`src/rtl/vppm_rx_pkg.sv`:
```
// Shared types and constants for the VPPM receive sequencer.
// Build option VPPM_RESYNC_EN enables edge-driven phase realignment.
package vppm_rx_pkg;

  typedef enum logic [2:0] {
    IDLE,
    WAIT_FREQ,
    HUNT,
    SYNC,
    SAMPLE,
    ERR
  } state_t;

  localparam int CNT_W_DEF  = 25;
  localparam int MIN_PERIOD = 4;

endpackage

```
`src/rtl/vppm_phase_timer.sv`:
```
// Symbol phase counter, quarter-period sample strobe and signal-loss timer.
// With VPPM_RESYNC_EN defined, edges near a symbol boundary realign phase.
module vppm_phase_timer
  import vppm_rx_pkg::*;
#(
  parameter int CNT_W           = CNT_W_DEF,
  parameter int TIMEOUT_SYMBOLS = 8
) (
  input  logic             clk,
  input  logic             rst,
  input  logic [CNT_W-1:0] per_q,
  input  logic             edge_det,
  input  logic             start,
  input  logic             run,
  input  logic             tmr_en,
  output logic             sample,
  output logic             timeout
);

  localparam int TW = CNT_W + 4;
  localparam logic [CNT_W-1:0] ONE  = CNT_W'(1);
  localparam logic [TW-1:0]    TONE = TW'(1);

  logic [CNT_W-1:0] phase;
  logic [TW-1:0]    tmr;
  logic [TW-1:0]    lim;
  logic             resync;

  assign lim     = TW'(TIMEOUT_SYMBOLS) * {4'd0, per_q};
  assign sample  = run && (phase == (per_q >> 2));
  assign timeout = tmr_en && !edge_det && (tmr == lim);

`ifdef VPPM_RESYNC_EN
  logic [CNT_W-1:0] win;
  assign win    = per_q >> 3;
  // Window lies outside the sample point, so realignment never repeats a strobe.
  assign resync = run && edge_det &&
                  ((phase > per_q - win) || (phase < win));
`else
  assign resync = 1'b0;
`endif

  always_ff @(posedge clk) begin
    if (rst) begin
      phase <= '0;
      tmr   <= '0;
    end else begin
      if (start || !run || resync)
        phase <= '0;
      else if (phase == per_q - ONE)
        phase <= '0;
      else
        phase <= phase + ONE;

      if (!tmr_en || edge_det)
        tmr <= '0;
      else if (tmr != lim)
        tmr <= tmr + TONE;
    end
  end

endmodule

```
`src/rtl/vppm_rx_controller.sv`:
```
// VPPM receive sequencer: preamble hunt, bit sampling, byte handshake.
// Optional build macro VPPM_RESYNC_EN (see vppm_phase_timer).
module vppm_rx_controller
  import vppm_rx_pkg::*;
#(
  parameter int PREAMBLE_EDGES  = 7,
  parameter int FRAME_BYTES     = 4,
  parameter int CNT_W           = CNT_W_DEF,
  parameter int TIMEOUT_SYMBOLS = 8
) (
  input  logic        clk,
  input  logic        rst,
  input  logic        enable,
  input  logic        vppm_in,
  input  logic        freq_valid,
  input  logic [31:0] period_cycles,
  output logic        sample_point,
  output logic [7:0]  byte_data,
  output logic        byte_valid,
  input  logic        byte_ready,
  output logic        frame_done,
  output logic        frame_err,
  output logic        busy
);

  localparam int EW = $clog2(PREAMBLE_EDGES + 1);
  localparam int BW = $clog2(FRAME_BYTES + 1);
  localparam logic [EW-1:0] LAST_EDGE = EW'(PREAMBLE_EDGES - 1);
  localparam logic [BW-1:0] LAST_BYTE = BW'(FRAME_BYTES - 1);

  state_t           st;
  logic             vppm_d;
  logic [CNT_W-1:0] per_q;
  logic [EW-1:0]    edge_cnt;
  logic [BW-1:0]    byte_cnt;
  logic [2:0]       bit_cnt;
  logic [7:0]       shreg;
  logic [7:0]       next_byte;
  logic             edge_det;
  logic             sample;
  logic             timeout;
  logic             per_bad;
  logic             accept;

  assign edge_det     = vppm_in & ~vppm_d;
  assign next_byte    = {shreg[6:0], ~vppm_in};
  assign accept       = byte_valid & byte_ready;
  assign busy         = (st != IDLE);
  assign sample_point = sample;
  assign per_bad      =
    (period_cycles[CNT_W-1:0] < CNT_W'(MIN_PERIOD)) ||
    ((period_cycles >> CNT_W) != 32'd0);

  vppm_phase_timer #(
    .CNT_W          (CNT_W),
    .TIMEOUT_SYMBOLS(TIMEOUT_SYMBOLS)
  ) u_timer (
    .clk     (clk),
    .rst     (rst),
    .per_q   (per_q),
    .edge_det(edge_det),
    .start   (st == SYNC && edge_det),
    .run     (st == SAMPLE),
    .tmr_en  (st == SYNC || st == SAMPLE),
    .sample  (sample),
    .timeout (timeout)
  );

  always_ff @(posedge clk) begin
    if (rst) begin
      st         <= IDLE;
      vppm_d     <= 1'b0;
      per_q      <= '0;
      edge_cnt   <= '0;
      byte_cnt   <= '0;
      bit_cnt    <= '0;
      shreg      <= '0;
      byte_data  <= '0;
      byte_valid <= 1'b0;
      frame_done <= 1'b0;
      frame_err  <= 1'b0;
    end else begin
      vppm_d     <= vppm_in;
      frame_done <= 1'b0;
      if (!enable || st == IDLE) begin
        st         <= enable ? WAIT_FREQ : IDLE;
        byte_valid <= 1'b0;
        frame_err  <= 1'b0;
        edge_cnt   <= '0;
        byte_cnt   <= '0;
        bit_cnt    <= '0;
        shreg      <= '0;
      end else begin
        unique case (st)
          WAIT_FREQ: if (freq_valid) begin
            per_q <= period_cycles[CNT_W-1:0];
            if (per_bad) begin
              st        <= ERR;
              frame_err <= 1'b1;
            end else begin
              st <= HUNT;
            end
          end
          HUNT: if (edge_det) begin
            edge_cnt <= edge_cnt + EW'(1);
            if (edge_cnt == LAST_EDGE) st <= SYNC;
          end
          SYNC: begin
            if (edge_det) begin
              st      <= SAMPLE;
              bit_cnt <= '0;
            end else if (timeout) begin
              st        <= ERR;
              frame_err <= 1'b1;
            end
          end
          SAMPLE: begin
            if (timeout) begin
              st         <= ERR;
              frame_err  <= 1'b1;
              byte_valid <= 1'b0;
            end else begin
              if (accept) byte_valid <= 1'b0;
              if (sample) begin
                shreg   <= next_byte;
                bit_cnt <= bit_cnt + 3'd1;
                if (bit_cnt == 3'd7) begin
                  if (byte_valid && !byte_ready) begin
                    st         <= ERR;
                    frame_err  <= 1'b1;
                    byte_valid <= 1'b0;
                  end else begin
                    byte_data  <= next_byte;
                    byte_valid <= 1'b1;
                  end
                end
              end
              // Frame end wins over a byte landing in the same cycle.
              if (accept) begin
                if (byte_cnt == LAST_BYTE) begin
                  st         <= HUNT;
                  frame_done <= 1'b1;
                  byte_valid <= 1'b0;
                  byte_cnt   <= '0;
                  edge_cnt   <= '0;
                  bit_cnt    <= '0;
                end else begin
                  byte_cnt <= byte_cnt + BW'(1);
                end
              end
            end
          end
          ERR:     byte_valid <= 1'b0;
          default: st <= IDLE;
        endcase
      end
    end
  end

endmodule

```
`config.mk`:
```
export PLATFORM = sky130hd
export DESIGN_NAME = vppm_rx_controller
export DESIGN_NICKNAME = d
export VERILOG_FILES = /design/src/rtl/vppm_rx_pkg.sv /design/src/rtl/vppm_phase_timer.sv /design/src/rtl/vppm_rx_controller.sv
export SDC_FILE = /design/constraint.sdc
export NUM_CORES = 1
export LEC_CHECK = 0
export CORE_MARGIN = 5
export CORE_UTILIZATION = 38
export CTS_CLUSTER_SIZE = 8
export DETAILED_ROUTE_END_ITERATION = 10
export HOLD_SLACK_MARGIN = 0.02
export SLEW_MARGIN = 0
export SYNTH_ARGS = -nofsm -noshare
export SYNTH_HDL_FRONTEND = slang
export SYNTH_HIERARCHICAL = 1
export SYNTH_SLANG_ARGS = --single-unit
export TNS_END_PERCENT = 50
```
`constraint.sdc`:
```
create_clock -name clk -period 8.5 [get_ports clk]
set_input_delay 1.7 -clock clk [delete_from_list [all_inputs] [get_ports clk]]
set_output_delay 1.7 -clock clk [all_outputs]
set_load 0.05 [all_outputs]
```
==> flow_summary.json <==
{
  "placement.io_buffers": 50,
  "clock_tree.htree_level_count": 3,
  "detailroute.via_count": 5344,
  "antenna_found_initial": 1,
  "rsz0062_at_grt": "no",
  "floorplan.initialDensity_pct": 39.0,
  "antenna_left": 0,
  "fin_crit_ns": 5.17,
  "synthesis.yosys.warnings": 6,
  "whs_ns": 0.434,
  "p_clk_share_pct": 41.7,
  "proportion_of_layout_cells_with_a_drive_suffix_above_1_pct": 4.83,
  "clock-sinks": 110,
  "syn_area_mm2": 0.00625,
  "max_slew_violation_count": 0,
  "cellInternalPower_uw": 797,
  "dp_worst_setup_slack_ns": 3.64,
  "slew-limit-headroom_pct": 27.4,
  "largest_net_degree_at_the_start_of_global_routing": 39,
  "area_delta_synth_final_pct": 13.8,
  "reg2reg_slack_ns": 4.88,
  "cts_hold_buf": 0,
  "synth_ff_type": "sky130_fd_sc_hd__dfxtp_1",
  "power_switching_uw": 263,
  "finalWirelength_um": 16300,
  "post_cts_resized": 0,
  "first_pass_grt_wire_length_um": 26800,
  "vias_per_cell": 5.33,
  "n_antenna_cell": 0,
  "endpoint_kind": "output port",
  "setup_total_negative_slack_ns": 0,
  "fp.dieW_um": 138,
  "worstRegToRegCells": 10,
  "cts_tree": "built",
  "max-vdd-ir-drop_mv": 0.106,
  "synth_async_sr_flop_share_pct": 0,
  "crit-reg2reg-launch": "per_q[13]",
  "grt_pass1_vias": 5107,
  "post_drt_wl_per_cell_um": 16.3,
  "layout_worst_path_cycle_share_pct": 60.8,
  "sequential_element_share_of_the_synthesized_area_pct": 35.2,
  "die_h_um": 138,
  "worst_margin_slew_ns": 1.09,
  "combinationalPowerShare_pct": 8.6,
  "drt_first_iter_violations": 314,
  "required_ns": 6.80,
  "multiInputGateArea_mm2": 0.00376,
  "largest_driver_fanout_on_the_critical_path": 13,
  "io_pins": 51,
  "die_area_mm2": 0.0191,
  "synth.lib_cells_used.distinct": 60,
  "crit_end": "sample_point",
  "cts_post_setup_buffers_inserted": 0,
  "leakage_uw": 0.00260,
  "netlist_top_cells_area": "sky130_fd_sc_hd__dfxtp_1, sky130_fd_sc_hd__xor2_1, sky130_fd_sc_hd__xnor2_1",
  "number_of_storage_elements_in_the_synthesis_netlist": 110,
  "cts_made_buffers": 9,
  "synth_largest_type_area_fraction_pct": 35.2,
  "design.final.nets": 829,
  "hp-class": "reg -> reg",
  "regArea_mm2": 0.00220,
  "critical_path_arrival_ns": 3.47,
  "synth_top_area_cell": "sky130_fd_sc_hd__dfxtp_1",
  "critical_path.reg2reg.endpoint": "byte_data[7]",
  "power_density_mw_per_mm2": 149,
  "grt.overflow.total": 0,
  "clk-insertion-delay-late_ns": 0.36,
  "finClkSkew_ns": 0.00964,
  "critPathLaunchType": "flop",
  "power_switching_share_pct": 24.8,
  "final-setup-viol-count": 0,
  "hold_violations": 0,
  "cap_violations": 0,
  "syn-instance-count": 772,
  "critPathLaunch": "st[2]",
  "layout_setup_ws_ns": 3.33,
  "globalplace.congestion": 0.899,
  "worst_setup_hold_path_clk_slew_ns": 0.08,
  "drc_violations_left": 0,
  "fp.coreArea_mm2": 0.0160,
  "nFillCells": 1666,
  "synth_enable_flop_cells": 0,
  "postSynthAreaPerCell_um2": 8.09,
  "dpl_hpwl_um": 12000,
  "cts_buffer_depth": 2,
  "num_rows": 46,
  "part_of_the_power_in_registers_pct": 49.6,
  "cts.root.buffer_cell": "sky130_fd_sc_hd__clkbuf_16",
  "synth_fp_nets": 819,
  "outcome": "complete, no violations",
  "grt.total_usage_pct": 17.0,
  "timing_worst_setup_path_type": "reg -> out",
  "max_clock_freq_mhz": 194,
  "drt-pass1-iter-count": 7
}
worst min path at each step:
stage | start | to | depth (start not counted)
global placement | byte_cnt[2] | byte_cnt[2] | 2
finish | byte_cnt[2] | byte_cnt[2] | 2
floorplan | byte_cnt[2] | byte_cnt[2] | 2
global route | byte_cnt[2] | byte_cnt[2] | 2
detailed placement | byte_cnt[2] | byte_cnt[2] | 2
CTS | byte_cnt[2] | byte_cnt[2] | 2
logic make-up (layout without fill, tap and decap cells):
logic type,after synthesis,count (layout),share of synthesized area (%)
fa+ha+maj,9,9,1.80
compound gates,97,97,9.89
mux,11,11,1.76
flops,110,110,35.2
simple gates,353,353,29.0
buf+inv,66,81,4.65
xor+xnor,126,126,17.7
per-stage QoR:
stage / util (%) / instances / power, uW / area (um^2)
detailed placement: 42.5 / 987 / 629 / 6800
floorplan: - / 772 / 593 / 6250
CTS: 44.4 / 1003 / 1070 / 7110
global placement: 42.5 / 987 / 629 / 6800
global route: 44.4 / 1003 / 1110 / 7110
finish: 44.4 / 1003 / 1060 / 7110
registers in the layout, summed over array words and instances, names as in the netlist:
name	flops
u_timer/tmr	29
edge_cnt	3
shreg	7
st	3
byte_valid	1
u_timer/phase	25
byte_cnt	3
vppm_d	1
per_q	25
bit_cnt	3
frame_done	1
byte_data	8
frame_err	1
synthesized netlist by cell type (all sizes together) (6+ instances only):
master and number:
xnor2 49, or4 9, nand2 90, nor3 17, nand4 28, nand3 28, and3 8, ha 9
and4 7, nor4 23, nor3b 6, inv 12, clkbuf 44, o21ai 13, xor2 77, nor2 94
mux2i 11, a21oi 48, nand2b 9, nor2b 10, buf 10, or3 7, dfxtp 110
layer usage:
| layer | global-route usage [%] | part of all wire, % | vias to the layer above |
|---|---|---|---|
| met1 | 23.2 | 48 | 2494 |
| met2 | 27.2 | 45 | 145 |
| met5 | 0 | 0.080 | - |
| met3 | 4.45 | 5.0 | 26 |
| met4 | 3.95 | 1.5 | 2 |
| li1 | - | - | 2677 |
placed cells by master, fill, tap and decap left out, types with 8 or more instances in the layout:
| cell | count |
|---|---|
| sky130_fd_sc_hd__nor2_2 | 10 |
| sky130_fd_sc_hd__mux2i_1 | 11 |
| sky130_fd_sc_hd__inv_1 | 12 |
| sky130_fd_sc_hd__nand3_1 | 28 |
| sky130_fd_sc_hd__nand2b_1 | 9 |
| sky130_fd_sc_hd__and3_1 | 8 |
| sky130_fd_sc_hd__nor2_1 | 84 |
| sky130_fd_sc_hd__xnor2_1 | 49 |
| sky130_fd_sc_hd__nand2_1 | 89 |
| sky130_fd_sc_hd__clkdlybuf4s50_1 | 50 |
| sky130_fd_sc_hd__nor3_1 | 16 |
| sky130_fd_sc_hd__xor2_1 | 77 |
| sky130_fd_sc_hd__nor2b_1 | 10 |
| sky130_fd_sc_hd__nor4_1 | 23 |
| sky130_fd_sc_hd__dfxtp_1 | 110 |
| sky130_fd_sc_hd__clkbuf_16 | 9 |
| sky130_fd_sc_hd__o21ai_0 | 13 |
| sky130_fd_sc_hd__or4_1 | 9 |
| sky130_fd_sc_hd__ha_1 | 9 |
| sky130_fd_sc_hd__a21oi_1 | 47 |
| sky130_fd_sc_hd__nand4_1 | 28 |
layout make-up:
type	count	area share, %
flip-flops and latches	110	31.0
multi-input cells	596	52.9
repair buffers	53	7.36
inverters	12	0.634
clock inverters	6	1.09
clock buffers	10	3.22
well taps	216	3.80
power groups by stage:
stage          clock network [uW]  registers, uW  logic [uW]
2_1_floorplan                   0            532        61.2
3_3_place_gp                    0            538        90.2
3_5_place_dp                    0            538        90.1
4_1_cts                       458            526        90.5
5_1_grt                       479            527         100
6_report                      442            526        91.4
worst max-delay path, stage by stage, from the launching register on:
cell,delay [ns]
sky130_fd_sc_hd__dfxtp_1,0.58
sky130_fd_sc_hd__nor3b_2,0.31
sky130_fd_sc_hd__nor4b_1,0.34
sky130_fd_sc_hd__nand3_1,0.13
sky130_fd_sc_hd__nor3_2,0.73
sky130_fd_sc_hd__clkdlybuf4s50_1,1.01
(Power assumes the default switching activity.)
==> edit 1 (same flow settings) <==
The parameter `PREAMBLE_EDGES` goes from 7 to 14.
--- a/src/rtl/vppm_rx_controller.sv
+++ b/src/rtl/vppm_rx_controller.sv
@@ -3,7 +3,7 @@
 module vppm_rx_controller
   import vppm_rx_pkg::*;
 #(
-  parameter int PREAMBLE_EDGES  = 7,
+  parameter int PREAMBLE_EDGES  = 14,
   parameter int FRAME_BYTES     = 4,
   parameter int CNT_W           = CNT_W_DEF,
   parameter int TIMEOUT_SYMBOLS = 8
Check against the original RTL: no difference found for any inputs over 4 cycles, from zero or initial values and one cycle with rst high; that may be too few to reach the edited logic, so the function may still have changed.
==> edit 1 against the unedited design <==
Final area increased by 1.1%. Routed wire length decreased by 1.9%. Power decreased by 5.1%. Combinational power decreased by 35%. Sequential cell count increased by 1. Area after synthesis increased by 0.84%. Worst setup slack got worse by 0.19 ns. First-iteration DRC count decreased by 8.0%. Critical path type unchanged. Critical endpoint unchanged. Largest cell class unchanged. Largest power group unchanged. Highest routed layer is now met4.
==> edit 1: results (changes against the unedited design) <==
Pwr
  • Power, Total: 1010 uW (-5.1%)
  • Leakage power: 0.00257 uW (-1.1%)
  • Max VDD drop: 0.0958 mV (-9.9%)

Layout
  • Fill cells: 1,616 (-3.0%)
  • Layout buffering overhead excluding clock cells: 7.38% (+0.025 points)
  • Inverter count: 17 (+5)
  • Number of clock buffer instances in the layout: 9 (-1)
  • ANT cells: 0 (unchanged)
  • Seq/total area: 30.9% (-0.056 points)
  • Layout cell share with drive strength beyond 1: 4.89% (+0.065 points)
  • Buffers excl. clock: 54 (+1.9%)
  • Clock network area share: 4.18% (-0.13 points)
  • Fraction of area in multi-input gates: 52.8% (-0.12 points)
  • # nets final: 839 (+1.2%)
  • Cell area after layout: 7180 sq um (+1.1%)
  • #MultiIn Comb: 599 (+0.50%)

Worst setup path
  • Reg2Reg Capture Point: bit_cnt[1]
  • Reg2reg path depth: 9 (-1)
  • Worst setup startpoint: st[1]
  • R2R Setup Slk: 4.99 ns (+0.11 ns)
  • Worst Setup EP: sample_point
  • Worst-path maximum fanout: 15 (+2)
  • Critical Path AT: 3.66 ns (+0.19 ns)

Synth
  • Synth cell count leaders: dfxtp_1 (111), nand2_1 (85), nor2_1 (84), xor2_1 (79), a21oi_1 (52)
  • Top post-synthesis cells by area: dfxtp_1 (35%), xor2_1 (11%), xnor2_1 (6.8%), nand2_1 (5.1%), nor2_1 (5.0%)
  • Sequential-to-total area share from yosys stat: 35.3% (about the same)
  • Unique masters post-synth: 61 (+1.7%)
  • Syn Nets: 826 (+0.85%)

STA
  • Clock skew: 0.0129 ns (+0.00326 ns)
  • Worst-Margin Slew: 0.846 ns (-0.239 ns)
  • Min setup slack post-route: 3.14 ns (-0.192 ns)

Route
  • Routed metal-1 wire length: 7670 um (-2.4%)
  • Detailed router's first-iteration violation count: 289 (-8.0%)
  • Total number of vias: 5,318 (-0.49%)
  • Met2 WL: 7250 um (-1.8%)
  • Routed length per instance: 15.7 um (-3.3%)
  • Top sig layer: met4
  • Met3 wire len: 760 um (-6.3%)
  • DRT Pass-1 Iters: 5 (-2)

Placed design
  • Place WS: 3.58 ns (-0.0656 ns)
  • Final GP Congestion: 0.878 (-2.3%)
  • Hpwl dp: 12,000 um (+0.29%)
  • DP Area: 6880 sq um (+1.2%)

Clock network
  • Clk slew on worst S/H paths: 0.08 ns (about the same)
  • Clock buffer depth: 2 (unchanged)
  • Clk sinks: 111 (+0.91%)

GRT
  • Total Routing Usage GR: 16.3% (-0.72 points)
  • Largest net degree at the start of global routing: 41 (+5.1%)
  • Met2 Use GR: 25.8% (-1.4 points)
  • Met1 usage: 21.9% (-1.3 points)
  • Global-route wire length before repair: 25,700 um (-3.9%)
  • Antenna violations before repair: 0 (-1)
  • Number of global-route vias before repair: 4,903 (-4.0%)

Worst hold path
  • Hold Path Class: flip-flop to flip-flop

Status
  • Status: complete, no violations
-- edit 1: changes by cell type after synthesis, moves of 3 or more --
cell and change:
nor4_1 -4, buf_2 +3, a21oi_1 +5, nand2_1 -4
a21o_1 -3, inv_1 +5
-- edit 1: worst min path at each step --
stage | from | cells after the start | slack (ns) | endpoint
after CTS | byte_cnt[2] | 2 | 0.45 | byte_cnt[2]
after floorplan | byte_cnt[2] | 2 | 0.42 | byte_cnt[2]
final | byte_cnt[2] | 2 | 0.45 | byte_cnt[2]
after detailed placement | byte_cnt[2] | 2 | 0.44 | byte_cnt[2]
after global routing | byte_cnt[2] | 2 | 0.48 | byte_cnt[2]
after global placement | byte_cnt[2] | 2 | 0.43 | byte_cnt[2]
-- edit 1: logic make-up (layout without fill, tap and decap cells) --
family	count (synthesis)	after routing	share of synthesized area (%)
buffers and inverters	69	87	4.61
xor gates and xnor gates	128	128	17.8
adders and majority gates	9	9	1.79
AOI/OAI and AO/OA	102	102	10.1
muxes	11	11	1.75
and+or+nand+nor	349	349	28.7
DFF	111	111	35.3
-- edit 1: through the flow --
stage | hold slack (ns) | utilization, % | instances
3_5_place_dp | 0.436 | 42.0 | 1001
3_3_place_gp | 0.433 | 42.0 | 1001
2_1_floorplan | 0.420 | - | 779
4_1_cts | 0.449 | 43.8 | 1017
6_report | 0.451 | 43.8 | 1017
5_1_grt | 0.476 | 43.8 | 1017
-- edit 1: power breakdown --
group          switching [uW]  internal [uW]  total, uW  leakage [uW]
clock network             215            208        423      0.000143
logic                    29.6           29.5       59.1       0.00153
registers                3.27            521        524      0.000894
total                     248            758       1010       0.00257
==> edit 2 (same flow settings) <==
Made on the original files. Put one more register stage on the output `frame_err`, cleared by the reset. The value now appears one clock later. The other outputs are not delayed to match.
--- a/src/rtl/vppm_rx_controller.sv
+++ b/src/rtl/vppm_rx_controller.sv
@@ -27,6 +27,8 @@
   localparam int BW = $clog2(FRAME_BYTES + 1);
   localparam logic [EW-1:0] LAST_EDGE = EW'(PREAMBLE_EDGES - 1);
   localparam logic [BW-1:0] LAST_BYTE = BW'(FRAME_BYTES - 1);
+
+  logic frame_err_s0;
 
   state_t           st;
   logic             vppm_d;
@@ -78,14 +80,14 @@
       byte_data  <= '0;
       byte_valid <= 1'b0;
       frame_done <= 1'b0;
-      frame_err  <= 1'b0;
+      frame_err_s0 <= 1'b0;
     end else begin
       vppm_d     <= vppm_in;
       frame_done <= 1'b0;
       if (!enable || st == IDLE) begin
         st         <= enable ? WAIT_FREQ : IDLE;
         byte_valid <= 1'b0;
-        frame_err  <= 1'b0;
+        frame_err_s0 <= 1'b0;
         edge_cnt   <= '0;
         byte_cnt   <= '0;
         bit_cnt    <= '0;
@@ -96,7 +98,7 @@
             per_q <= period_cycles[CNT_W-1:0];
             if (per_bad) begin
               st        <= ERR;
-              frame_err <= 1'b1;
+              frame_err_s0 <= 1'b1;
             end else begin
               st <= HUNT;
             end
@@ -111,13 +113,13 @@
               bit_cnt <= '0;
             end else if (timeout) begin
               st        <= ERR;
-              frame_err <= 1'b1;
+              frame_err_s0 <= 1'b1;
             end
           end
           SAMPLE: begin
             if (timeout) begin
               st         <= ERR;
-              frame_err  <= 1'b1;
+              frame_err_s0 <= 1'b1;
               byte_valid <= 1'b0;
             end else begin
               if (accept) byte_valid <= 1'b0;
@@ -127,7 +129,7 @@
                 if (bit_cnt == 3'd7) begin
                   if (byte_valid && !byte_ready) begin
                     st         <= ERR;
-                    frame_err  <= 1'b1;
+                    frame_err_s0 <= 1'b1;
                     byte_valid <= 1'b0;
                   end else begin
                     byte_data  <= next_byte;
@@ -157,5 +159,13 @@
     end
   end
 
+  always_ff @(posedge clk) begin
+    if (rst) begin
+      frame_err <= '0;
+    end else begin
+      frame_err <= frame_err_s0;
+    end
+  end
+
 endmodule
 
Formal check against the unedited RTL: not equivalent (a bounded check fails within 4 cycles, from zero or initial values and one cycle with rst high).
==> edit 2 against the unedited design <==
Sequential cell count rose by 1. Combinational power down 34%. Non-clock buffer count stayed put. Final cell count increased by 0.40%. Critical path depth up 2. Power decreased by 0.54%. Clock power grew 6.3%. Worst setup slack better by 0.19 ns. Area after synthesis grew 1.4%. Final area grew 1.1%. Routed wire length up 1.2%. Largest cell class unchanged.
==> edit 2: results (changes against the unedited design) <==
Status
  • Status: complete, no violations

Worst setup path
  • Critical Path AT: 3.28 ns (-0.19 ns)
  • Worst-path maximum fanout: 19 (+6)

Route
  • Routed length per instance: 16.4 um (+0.84%)
  • Vias per inst: 5.37 (+0.83%)
  • Total wire length: 16,500 um (+1.2%)
  • DRT Pass-1 Iters: 5 (-2)
  • Detailed router's first-iteration violation count: 351 (+12%)

Layout
  • Area occupied by multi-input gates: 3790 sq um (+0.83%)
  • Fill cells: 1,674 (+0.48%)
  • Clock network area share: 4.56% (+0.25 points)
  • Layout buffering overhead excluding clock cells: 7.28% (-0.083 points)
  • Number of clock buffer instances in the layout: 9 (-1)
  • Layout cell share with drive strength beyond 1: 5.08% (+0.25 points)
  • Inverter count: 13 (+1)

Pwr
  • Clk pwr share: 44.5% (+2.8 points)
  • Max VDD drop: 0.110 mV (+3.7%)
  • Leakage power: 0.00256 uW (-1.3%)
  • Sw Ratio: 22.9% (-1.9 points)

Placed design
  • Cells after DPL: 991 (+0.41%)
  • DP Area: 6860 sq um (+0.88%)

GRT
  • Antenna violations before repair: 0 (-1)
  • Met2 Use GR: 26.4% (-0.85 points)
  • Global-route wire length before repair: 26,800 um (+0.13%)
  • Number of global-route vias before repair: 5,041 (-1.3%)
  • Total Routing Usage GR: 17.0% (about the same)
  • Met3 usage: 3.90% (-0.55 points)
  • Largest net degree at the start of global routing: 40 (+2.6%)

Synth
  • Fraction of synthesized area in multiplexers: 2.21% (+0.45 points)
  • Syn Nets: 823 (+0.49%)
  • Synth cell count leaders: dfxtp_1 (111), nor2_1 (84), nand2_1 (80), xor2_1 (78), xnor2_1 (49)
  • Sequential-to-total area share from yosys stat: 35.1% (-0.19 points)
  • Post-Synth XOR/XNOR Area: 17.6% (-0.11 points)
  • Syn_area_per_cell: 8.17 sq um (+0.92%)
  • Synth Area in Adders: 1.78% (-0.026 points)
  • Top post-synthesis cells by area: dfxtp_1 (35%), xor2_1 (11%), xnor2_1 (6.8%), nor2_1 (5.0%), nand2_1 (4.7%)

Die
  • Full die area: 19,400 sq um (+1.3%)

STA
  • Slew headroom: 20.6% (-6.8 points)
  • Clock skew: 0.0131 ns (+0.00343 ns)

Clock network
  • Clk sinks: 111 (+0.91%)
[edit 2: stage by stage]
step / hold WS [ns] / util (%) / worst slack (ns)
after floorplan: 0.433 / - / 4.18
after global placement: 0.447 / 41.7 / 3.99
after detailed placement: 0.457 / 41.7 / 3.89
after CTS: 0.467 / 43.7 / 3.52
after global routing: 0.486 / 43.7 / 3.34
final: 0.460 / 43.7 / 3.52
[edit 2: worst paths after layout]
path                                   from      endpoint  cells past startpoint
worst max-delay path                  st[1]  sample_point                      7
worst min-delay path            byte_cnt[2]   byte_cnt[2]                      2
worst max register to register    per_q[13]  byte_data[5]                     10
worst min register to register  byte_cnt[2]   byte_cnt[2]                      2
[edit 2: critical path, delay by kind of cell, from the launching register on]
family,cells,cell delay [ns]
simple gates,4,1.21
buf+inv,3,1.19
flops,1,0.51
[edit 2: layer usage]
| metal | share of wire [%] | wire length (um) |
|---|---|---|
| met3 | 5.6 | 928 |
| met4 | 2.6 | 437 |
| met2 | 44 | 7280 |
| met1 | 48 | 7870 |
| met5 | 0 | 0 |
